$ cat config.mk
export PLATFORM = sky130hd
export DESIGN_NAME = writeback_buffer
export DESIGN_NICKNAME = d
export VERILOG_FILES = /design/src/rtl/writeback_buffer.sv
export SDC_FILE = /design/constraint.sdc
export NUM_CORES = 1
export LEC_CHECK = 0
export BUFFER_PORTS_ARGS = -buffer_cell sky130_fd_sc_hd__buf_2
export CAP_MARGIN = 5
export CORE_UTILIZATION = 55
export CTS_BUF_LIST = sky130_fd_sc_hd__clkbuf_4 sky130_fd_sc_hd__clkbuf_8
export CTS_CLUSTER_DIAMETER = 50
export CTS_CLUSTER_SIZE = 24
export DETAILED_ROUTE_END_ITERATION = 12
export PLACE_DENSITY_LB_ADDON = 0.1
export SKIP_CTS_REPAIR_TIMING = 1
export SYNTH_ARGS = -nofsm -noshare
export SYNTH_HDL_FRONTEND = slang
export SYNTH_SLANG_ARGS = --single-unit
$ cat constraint.sdc
create_clock -name clk -period 8.35 [get_ports clk]
set_input_delay 1.67 -clock clk [delete_from_list [all_inputs] [get_ports clk]]
set_output_delay 1.67 -clock clk [all_outputs]
set_load 0.01 [all_outputs]
$ cat src/rtl/writeback_buffer.sv
// writeback_buffer: merges ALU and load results into a single register-file
// write port, queueing the losers of each cycle in a small in-order FIFO.
// R15 is written only through a separate pc path (RegWrite2/BusW2).
// Optional build macro WB_BYPASS_EN adds a combinational forwarding lookup
// (byp_rs/byp_hit/byp_data) over pending FIFO entries and the output register.
module writeback_buffer #(
  parameter int DEPTH = 4
) (
  input  logic        clk,
  input  logic        reset,
  input  logic        alu_valid,
  input  logic [3:0]  alu_rd,
  input  logic [31:0] alu_data,
  input  logic        mem_valid,
  input  logic [3:0]  mem_rd,
  input  logic [31:0] mem_data,
  input  logic        pc_valid,
  input  logic [31:0] pc_data,
`ifdef WB_BYPASS_EN
  input  logic [3:0]  byp_rs,
  output logic        byp_hit,
  output logic [31:0] byp_data,
`endif
  output logic        RegWrite,
  output logic [3:0]  Rd,
  output logic [31:0] BusW,
  output logic        RegWrite2,
  output logic [31:0] BusW2,
  output logic        stall,
  output logic        overflow
);

  localparam int PW = $clog2(DEPTH);
  localparam int CW = PW + 1;
  localparam logic [CW-1:0] DEPTH_C = CW'(DEPTH);
  localparam logic [CW-1:0] STALL_C = CW'(DEPTH - 1);

  logic [3:0]    rd_mem_r   [DEPTH];
  logic [31:0]   data_mem_r [DEPTH];
  logic [PW-1:0] head_r;
  logic [PW-1:0] tail_r;
  logic [CW-1:0] count_r;

  logic          mem_ok_s;
  logic          alu_ok_s;
  logic          head_ok_s;
  logic          issue_s;
  logic [3:0]    issue_rd_s;
  logic [31:0]   issue_data_s;
  logic          deq_s;
  logic          mem_enq_s;
  logic          alu_enq_s;
  logic          mem_acc_s;
  logic          alu_acc_s;
  logic          drop_s;
  logic [CW-1:0] cnt_deq_s;
  logic [CW-1:0] cnt_mid_s;
  logic [CW-1:0] count_nxt_s;
  logic [PW-1:0] alu_slot_s;

  // Pick the oldest candidate to issue and decide which leftovers enqueue.
  // The head is freed before enqueues are sized, so a full FIFO with both
  // requests valid only loses the ALU (youngest) request.
  always_comb begin
    mem_ok_s     = mem_valid && (mem_rd != 4'd15);
    alu_ok_s     = alu_valid && (alu_rd != 4'd15);
    head_ok_s    = (count_r != {CW{1'b0}});
    issue_s      = 1'b0;
    issue_rd_s   = 4'd0;
    issue_data_s = 32'd0;
    if (head_ok_s) begin
      issue_s      = 1'b1;
      issue_rd_s   = rd_mem_r[head_r];
      issue_data_s = data_mem_r[head_r];
    end else if (mem_ok_s) begin
      issue_s      = 1'b1;
      issue_rd_s   = mem_rd;
      issue_data_s = mem_data;
    end else if (alu_ok_s) begin
      issue_s      = 1'b1;
      issue_rd_s   = alu_rd;
      issue_data_s = alu_data;
    end else begin
      issue_s      = 1'b0;
    end
    deq_s       = head_ok_s;
    mem_enq_s   = mem_ok_s && head_ok_s;
    alu_enq_s   = alu_ok_s && (head_ok_s || mem_ok_s);
    cnt_deq_s   = count_r - CW'(deq_s);
    mem_acc_s   = mem_enq_s && (cnt_deq_s < DEPTH_C);
    cnt_mid_s   = cnt_deq_s + CW'(mem_acc_s);
    alu_acc_s   = alu_enq_s && (cnt_mid_s < DEPTH_C);
    count_nxt_s = cnt_mid_s + CW'(alu_acc_s);
    drop_s      = (mem_enq_s && !mem_acc_s) || (alu_enq_s && !alu_acc_s);
    alu_slot_s  = tail_r + PW'(mem_acc_s);
  end

  // FIFO pointers and occupancy; reset discards any pending entries.
  always_ff @(posedge clk) begin
    if (reset) begin
      count_r <= {CW{1'b0}};
      head_r  <= {PW{1'b0}};
      tail_r  <= {PW{1'b0}};
    end else begin
      count_r <= count_nxt_s;
      head_r  <= head_r + PW'(deq_s);
      tail_r  <= tail_r + PW'(mem_acc_s) + PW'(alu_acc_s);
    end
  end

  // FIFO storage writes, mem request ahead of the ALU request.
  always_ff @(posedge clk) begin
    if (!reset && mem_acc_s) begin
      rd_mem_r[tail_r]   <= mem_rd;
      data_mem_r[tail_r] <= mem_data;
    end
    if (!reset && alu_acc_s) begin
      rd_mem_r[alu_slot_s]   <= alu_rd;
      data_mem_r[alu_slot_s] <= alu_data;
    end
  end

  // Port-1 output register; Rd/BusW hold when nothing issues.
  always_ff @(posedge clk) begin
    if (reset) begin
      RegWrite <= 1'b0;
      Rd       <= 4'd0;
      BusW     <= 32'd0;
    end else begin
      RegWrite <= issue_s;
      if (issue_s) begin
        Rd   <= issue_rd_s;
        BusW <= issue_data_s;
      end
    end
  end

  // R15 port, a one-cycle delayed copy of the pc request.
  always_ff @(posedge clk) begin
    if (reset) begin
      RegWrite2 <= 1'b0;
      BusW2     <= 32'd0;
    end else begin
      RegWrite2 <= pc_valid;
      if (pc_valid) begin
        BusW2 <= pc_data;
      end
    end
  end

  // Sticky overflow flag, cleared only by reset.
  always_ff @(posedge clk) begin
    if (reset) begin
      overflow <= 1'b0;
    end else if (drop_s) begin
      overflow <= 1'b1;
    end
  end

  // Hold upstream while fewer than two free slots remain.
  always_comb begin
    stall = (count_r >= STALL_C);
  end

`ifdef WB_BYPASS_EN
  logic [PW-1:0] byp_idx_s;

  // Forwarding lookup: output register first, then FIFO oldest to youngest,
  // so the last match seen is the youngest value.
  always_comb begin
    byp_hit   = 1'b0;
    byp_data  = 32'd0;
    byp_idx_s = head_r;
    if (RegWrite && (Rd == byp_rs)) begin
      byp_hit  = 1'b1;
      byp_data = BusW;
    end else begin
      byp_hit  = 1'b0;
    end
    for (int i = 0; i < DEPTH; i++) begin
      byp_idx_s = head_r + PW'(i);
      if ((CW'(i) < count_r) && (rd_mem_r[byp_idx_s] == byp_rs)) begin
        byp_hit  = 1'b1;
        byp_data = data_mem_r[byp_idx_s];
      end else begin
        byp_hit  = byp_hit;
      end
    end
  end
`endif

endmodule

# Yosys cells after proc, flatten, opt, wreduce, memory -nomap -nowiden
# Memories as Yosys holds them, arrays and structs flattened. A register that Yosys moved wholly into a read port is not among the register bits.
# Index checks and enable logic that the tools add are counted.
[op_classes] addsub=6 multipliers=0 div=0 magnitude_cmp=3 n_eq_ne=2 shifts=0 n_mux=15 n_bitwise=0 reduce_logical=16
[ops] operator="$mux 32" count=3
[ops] operator="$mux 4" count=3
[ops] operator="$logic_and 1x1->1" count=10
[ops] operator="$ne 4x4->1 const B" count=2
[ops] operator="$mux 1" count=7
[ops] operator="$add 2x1->2" count=3
[ops] operator="$add 3x1->3" count=2
[ops] operator="$lt 3x3->1 const B" count=2
[ops] operator="$mux 2" count=2
[ops] operator="$ge 3x2->1 const B" count=1
[ops] operator="$logic_not 1->1" count=3
[ops] operator="$reduce_bool 3->1" count=1
[ops] operator="$sub 3x1->3" count=1
[ops] operator="$logic_or 1x1->1" count=2
[totals] reg_bits=78 latch_bits=0 mem_bits_rw=144 romBits=0 inputBits=109 output_inout_bits=72 wordCells=53 memories=2
[mem_list] name="data_mem_r" depth=4 width=32 read_ports=1 rd_ports_with_merged_regs=1 wr=2 line="39" rtl="logic [31:0] data_mem_r [DEPTH];"
[mem_list] name="rd_mem_r" depth=4 width=4 read_ports=1 rd_ports_with_merged_regs=1 wr=2 line="38" rtl="logic [3:0] rd_mem_r [DEPTH];"

# Logic depth before layout (Yosys ltp)
# Gate-level depths: netlist of run 1.
[logic_depth] ltp_word=10 mapped_depth=15 ltp_nobuf=15

# Worst setup path after synthesis of run 1
# Ideal clock, no wire load.
[synth_timing] path_kind="input-to-reg" from="input mem_rd[2]" to="memory data_mem_r[1][0] (enable)" setup_ps=392 arrival_ps=4450 t_required_ps=7958 slack_ps=3509 cell_stages=9 path_buffers=1 path_cell_list="nand4_1 nand4_1 inv_1 ha_1 xor2_1 or3b_2 nor4_4 buf_6 a21o_1"
[synth_rtl] item="from (decl)" line="15" rtl="input logic [3:0] mem_rd,"
[synth_rtl] item="to (decl)" line="39"

==> results of run 1 <==
## stage by stage
step | util [%] | area, um^2
3_3_place_gp | 62.3 | 11800
5_1_grt | 65.3 | 12400
4_1_cts | 65.3 | 12400
2_1_floorplan | - | 10800
6_report | 65.3 | 12400
3_5_place_dp | 62.3 | 11800
## worst max path at each step
stage                     startpoint           endpoint  slack (ps)
after CTS                 count_r[2]   data_mem_r[1][0]        4010
final                     count_r[2]   data_mem_r[1][0]        3990
after floorplan            mem_rd[2]   data_mem_r[1][0]        3510
after detailed placement   mem_rd[1]   data_mem_r[1][6]        3600
after global routing      count_r[2]   data_mem_r[1][0]        3720
after global placement     mem_rd[1]  data_mem_r[1][16]        3740
## flip-flops by register name, summed over array words and instances (netlist names)
signal / flops
BusW2: 32
count_r: 3
tail_r: 2
BusW: 32
RegWrite: 1
Rd: 4
rd_mem_r: 16
data_mem_r: 128
head_r: 2
overflow: 1
RegWrite2: 1
## metal layers
layer  track usage, %  wire length [um]  part of all wire (%)
met1             34.1             10700                    42
met5                0                 0                     0
met3             3.84              1570                   6.1
met2             46.3             13000                    51
met4             6.11               288                   1.1
## final cells by class
class | count | area [um^2] | area share, %
multi-input combinational | 478 | 4580 | 37.0
inverter | 9 | 36.3 | 0.293
tap | 260 | 325 | 2.63
sequential | 222 | 5890 | 47.5
clock buffer | 24 | 330 | 2.67
clock inverter | 20 | 245 | 1.98
antenna | 2 | 5.00 | 0.0404
timing repair buffer | 190 | 976 | 7.88
## report_power, final
part | switching, W | internal (W)
combinational | 0.000605 | 0.000557
sequential | 0.000143 | 0.00143
clock | 0.000490 | 0.000330
total | 0.00124 | 0.00232
## kinds of logic after synthesis
kind of cell | share of synthesized area (%)
buffers and inverters | 3.12
multiplexers | 26.8
AO/OA/AOI/OAI | 5.85
adder cells (fa/ha/maj) | 1.04
flip-flops | 54.6
AND/OR/NAND/NOR | 7.75
XOR/XNOR | 0.916
## cells in the final DEF, fill, tap and decap left out, types with 3 or more instances in the layout
master    count
a21oi_1       4
inv_6         5
inv_12        3
nand4_1       3
clkinv_8      4
o21bai_1     32
dfxtp_1      76
buf_2       180
mux2_1       12
mux2_4       36
nand2_1      37
nor2b_1       5
clkbuf_8     24
mux2_2       96
nor2_1       41
edfxtp_1    144
inv_8         7
o221ai_1      3
inv_1         8
ha_1          9
nor3_1       66
buf_4        10
xnor2_1       3
o31ai_1      32
mux2i_1      32
nor4_4        4
a311oi_1      3
mux4_2       36
## critical path: cells and delay by family (launching register included)
| family | cells | cell delay, ps |
|---|---|---|
| xor+xnor | 2 | 390 |
| fa+ha+maj | 3 | 650 |
| buf+inv | 3 | 810 |
| flops | 1 | 420 |
| mux | 1 | 410 |
| simple gates | 4 | 1400 |
==> impl_metrics.json, run 1 <==
{
  "wl_per_cell_um": 21.2,
  "syn_inst": 764,
  "place.gp.congestion": 0.797,
  "grt_max_degree": 54,
  "status": "completed",
  "fmax_mhz": 229,
  "worstSetupPathType": "register to register",
  "fin_cells": 1205,
  "clk_latency_ps": 570,
  "worst_ep_arrival_time_ps": 4650,
  "hold_start": "BusW2[12]",
  "finalPower_w": 0.00356,
  "cts_buffer_depth": 3,
  "portBuffers": 180,
  "tns_ps": 0,
  "cp-end-kind": "register",
  "critPathLaunchType": "register",
  "syn_nets": 882,
  "r2r_slack_ps": 3990,
  "die_area_um2": 20200,
  "die_h_um": 142,
  "slowest_stage": "buf_4",
  "synth_warnings": 0,
  "required_ps": 8650,
  "cpMostUsedCell": "ha_1",
  "relSlewSlack_pct": 25.6,
  "holdPathEnd": "BusW2[12]",
  "path_max_fanout": 36,
  "max_stage_delay_ps": 570,
  "finalSetupViolations": 0,
  "nFillCells": 1433,
  "synth.avg_cell_area_um2": 14.1,
  "placed_cells": 1159,
  "fin_ws_ps": 3990,
  "start_util_pct": 56.9,
  "antenna_found_initial": 2,
  "drive_gt1_share_pct": 44.8,
  "nets": 1043,
  "dp_worst_setup_slack_ps": 3600,
  "synthArstFlopShare_pct": 0,
  "ios": 181,
  "r2r_end": "data_mem_r[1][0]",
  "rsz0062_at_grt": "no",
  "clkTransAtPathRegs_ps": 90,
  "synthesis.area_um2": 10800,
  "first_pass_iters": 5,
  "synth.most_common_cell": "edfxtp_1",
  "tightest_slew_ps": 1120,
  "rows": 50,
  "yosysUniqueCellTypes": 40,
  "maxCapViolations": 0,
  "h-tree-depth": 1,
  "cts_tree": "done",
  "synth_common_cells": "edfxtp_1 (144), mux2_2 (96), dfxtp_1 (78)",
  "clock_skew_ps": 40.7,
  "fin_crit_sh_pct": 52.2,
  "vdd_drop_max_mv": 0.165,
  "syn2layout_area_growth_pct": 14.8,
  "grt_first_pass_wirelength_um": 40500,
  "hold_ws_ps": 500,
  "vias": 7086,
  "grt_usage_pct": 26.2,
  "synth_top_area_share_pct": 40.1,
  "synth-seq-cells": 222,
  "path_cells": "nor3_4, inv_4, ha_1, ha_1, xnor2_4, nand4_1, inv_1, ha_1, xor2_1, or3b_2, nor4_4, buf_4, mux2_2",
  "r2r_start": "count_r[2]",
  "drtIter0Drc": 529,
  "detail-route-antenna-nets": 0,
  "ys.flop_type": "edfxtp_1",
  "drc_errors": 0,
  "core_um2": 19000,
  "synth_edf_count": 144,
  "grt.overflow.total": 0,
  "hp-class": "register to register",
  "drv_slew": 0,
  "hold_depth": 2,
  "vias_per_cell": 5.88,
  "hold_viol": 0,
  "grt_pass1_vias": 7382,
  "clkSinkCount": 222,
  "dieWidth_um": 142,
  "synth_top_area_cell": "edfxtp_1",
  "routed_wl_um": 25500,
  "cts_root_buf": "clkbuf_8",
  "synth-seq-area-share_pct": 54.6,
  "cts_made_buffers": 24,
  "rr_worst_depth": 13,
  "power_density_nw_per_um2": 287,
  "period_needed_ps": 4360,
  "hpwl_um": 15100,
  "leakage_nw": 4.71,
  "ys_top_cells_by_area": "edfxtp_1 (40%), dfxtp_1 (14%), mux2_2 (10%), mux4_2 (7.5%), mux2_4 (5.0%)"
}
Note: power is estimated with default switching activity, not from simulation.
==> run 2: changes to the inputs <==
==> constraint.sdc (replaced) <==
create_clock -name clk -period 4.38 [get_ports clk]
set_input_delay 0.876 -clock clk [delete_from_list [all_inputs] [get_ports clk]]
set_output_delay 0.876 -clock clk [all_outputs]
set_load 0.01 [all_outputs]
==> run 2 against run 1 <==
  * Fmax increased by 8.4%
  * Core utilization up 0.27 points
  * Cell area increased by 0.41%
  * Hold slack gained 0.64 ps
  * Sequential power up 91%
  * Global-route usage down 0.26 points
  * Final cell count increased by 0.66%
  * Count of clock-buffer cells in the layout up 2
  * Critical path type unchanged
  * Critical endpoint is now data_mem_r[1][31]
==> impl_metrics.json, run 2 (synthesis gave the netlist of run 1 again) <==
{
  "grt_first_pass_wirelength_um": 40000,
  "routed_wl_um": 25800,
  "tightest_slew_ps": 1160,
  "path_cells": "nor3_4, inv_4, ha_1, ha_1, xnor2_4, nand4_1, inv_1, ha_1, xor2_1, or3b_2, nor4_4, buf_4, mux2_2",
  "dieWidth_um": 142,
  "period_needed_ps": 4020,
  "clk_latency_ps": 560,
  "r2r_start": "count_r[2]",
  "cts_tree": "done",
  "placed_cells": 1169,
  "detail-route-antenna-nets": 0,
  "final_common_cell": "buf_2",
  "clkTransAtPathRegs_ps": 120,
  "drc_errors": 0,
  "portBuffers": 180,
  "wl_per_cell_um": 21.3,
  "layout_common_cells": "buf_2 (180), edfxtp_1 (144), mux2_2 (96)",
  "power_density_nw_per_um2": 543,
  "antenna_found_initial": 5,
  "max_stage_delay_ps": 500,
  "rsz0062_at_grt": "no",
  "hold_depth": 2,
  "largest_reg_flops": 128,
  "vias_per_cell": 5.93,
  "relSlewSlack_pct": 22.9,
  "critPathLaunchType": "register",
  "vdd_drop_max_mv": 0.309,
  "drive_gt1_share_pct": 45.3,
  "start_util_pct": 56.9,
  "hold_start": "BusW2[18]",
  "nFillCells": 1459,
  "hp-class": "register to register",
  "holdPathEnd": "BusW2[18]",
  "cts_root_buf": "clkbuf_8",
  "maxCapViolations": 0,
  "drtIter0Drc": 436,
  "rows": 50,
  "cts_made_buffers": 23,
  "path_buf_inv": 3,
  "worst_ep_arrival_time_ps": 4320,
  "r2r_slack_ps": 360,
  "clkSinkCount": 222,
  "required_ps": 4680,
  "fin_ws_ps": 360,
  "tns_ps": 0,
  "status": "completed",
  "cp-startpoint": "count_r[2]",
  "cpMostUsedCell": "ha_1",
  "grt_max_degree": 54,
  "cts_buffer_depth": 3,
  "drv_slew": 0,
  "die_h_um": 142,
  "finalSetupViolations": 0,
  "fin_cells": 1213,
  "crit_family": "simple AND/OR/NAND/NOR gates",
  "h-tree-depth": 1,
  "first_pass_iters": 5,
  "fmax_mhz": 249,
  "place.gp.congestion": 0.772,
  "core_um2": 19000,
  "fin_crit_sh_pct": 91.8,
  "nets": 1052,
  "clock_skew_ps": 36.1,
  "grt_pass1_vias": 7404,
  "finalPower_w": 0.00676,
  "vias": 7191,
  "die_area_um2": 20200,
  "grt.overflow.total": 0,
  "path_max_fanout": 16,
  "leakage_nw": 4.75,
  "worstSetupPathType": "register to register",
  "grt_usage_pct": 26.0,
  "ios": 181,
  "syn2layout_area_growth_pct": 15.3,
  "rr_worst_depth": 13,
  "slowest_stage": "nor3_4",
  "hpwl_um": 16300,
  "r2r_end": "data_mem_r[1][31]",
  "cp-end-kind": "register",
  "hold_viol": 0,
  "largest_register": "data_mem_r",
  "reg_top3": "data_mem_r x128, BusW2 x32, BusW x32",
  "dp_worst_setup_slack_ps": 374
}
[run 2: worst max-delay path by stage]
| stage | endpoint | slack (ps) | cells after the start |
|---|---|---|---|
| final | data_mem_r[1][31] | 360 | 13 |
| after global routing | data_mem_r[1][31] | 150 | 13 |
| after CTS | data_mem_r[1][21] | 360 | 13 |
| after detailed placement | data_mem_r[1][21] | 370 | 13 |
| after global placement | data_mem_r[1][15] | 430 | 13 |
| after floorplan | data_mem_r[0][0] | 100 | 13 |
[run 2: final cells by class]
| cell class | count | area [um^2] | area share [%] |
|---|---|---|---|
| sequential | 222 | 5890 | 47.3 |
| tap | 260 | 325 | 2.62 |
| inverter | 9 | 36.3 | 0.292 |
| clock inverter | 15 | 170 | 1.37 |
| multi-input combinational | 478 | 4580 | 36.8 |
| antenna | 3 | 7.51 | 0.0604 |
| clock buffer | 26 | 339 | 2.73 |
| timing repair buffer | 200 | 1090 | 8.75 |
[run 2: worst min-delay path: stages (launching register included)]
cell,delay [ps]
dfxtp_1,330
mux2i_1,60
nor2_1,70
[run 2: per-layer routing]
layer  up-vias  GRT usage (%)  share of wire [%]
met4         2           7.24                2.4
met2       262           44.6                 49
met3        46           4.68                6.5
met1      3602           33.7                 42
met5         -              0              0.039
li1       3279              -                  -
[run 2: metrics by stage]
stage / util, % / hold slack (ps) / cell area [um^2]
after global routing: 65.6 / 530 / 12400
after global placement: 62.9 / 466 / 11900
after CTS: 65.6 / 506 / 12400
after floorplan: - / 531 / 10800
after detailed placement: 62.9 / 484 / 11900
final: 65.6 / 500 / 12400
[run 2: power by group]
group	internal, W	switching [W]
combinational	0.00112	0.00117
sequential	0.00272	0.000278
clock	0.000601	0.000872
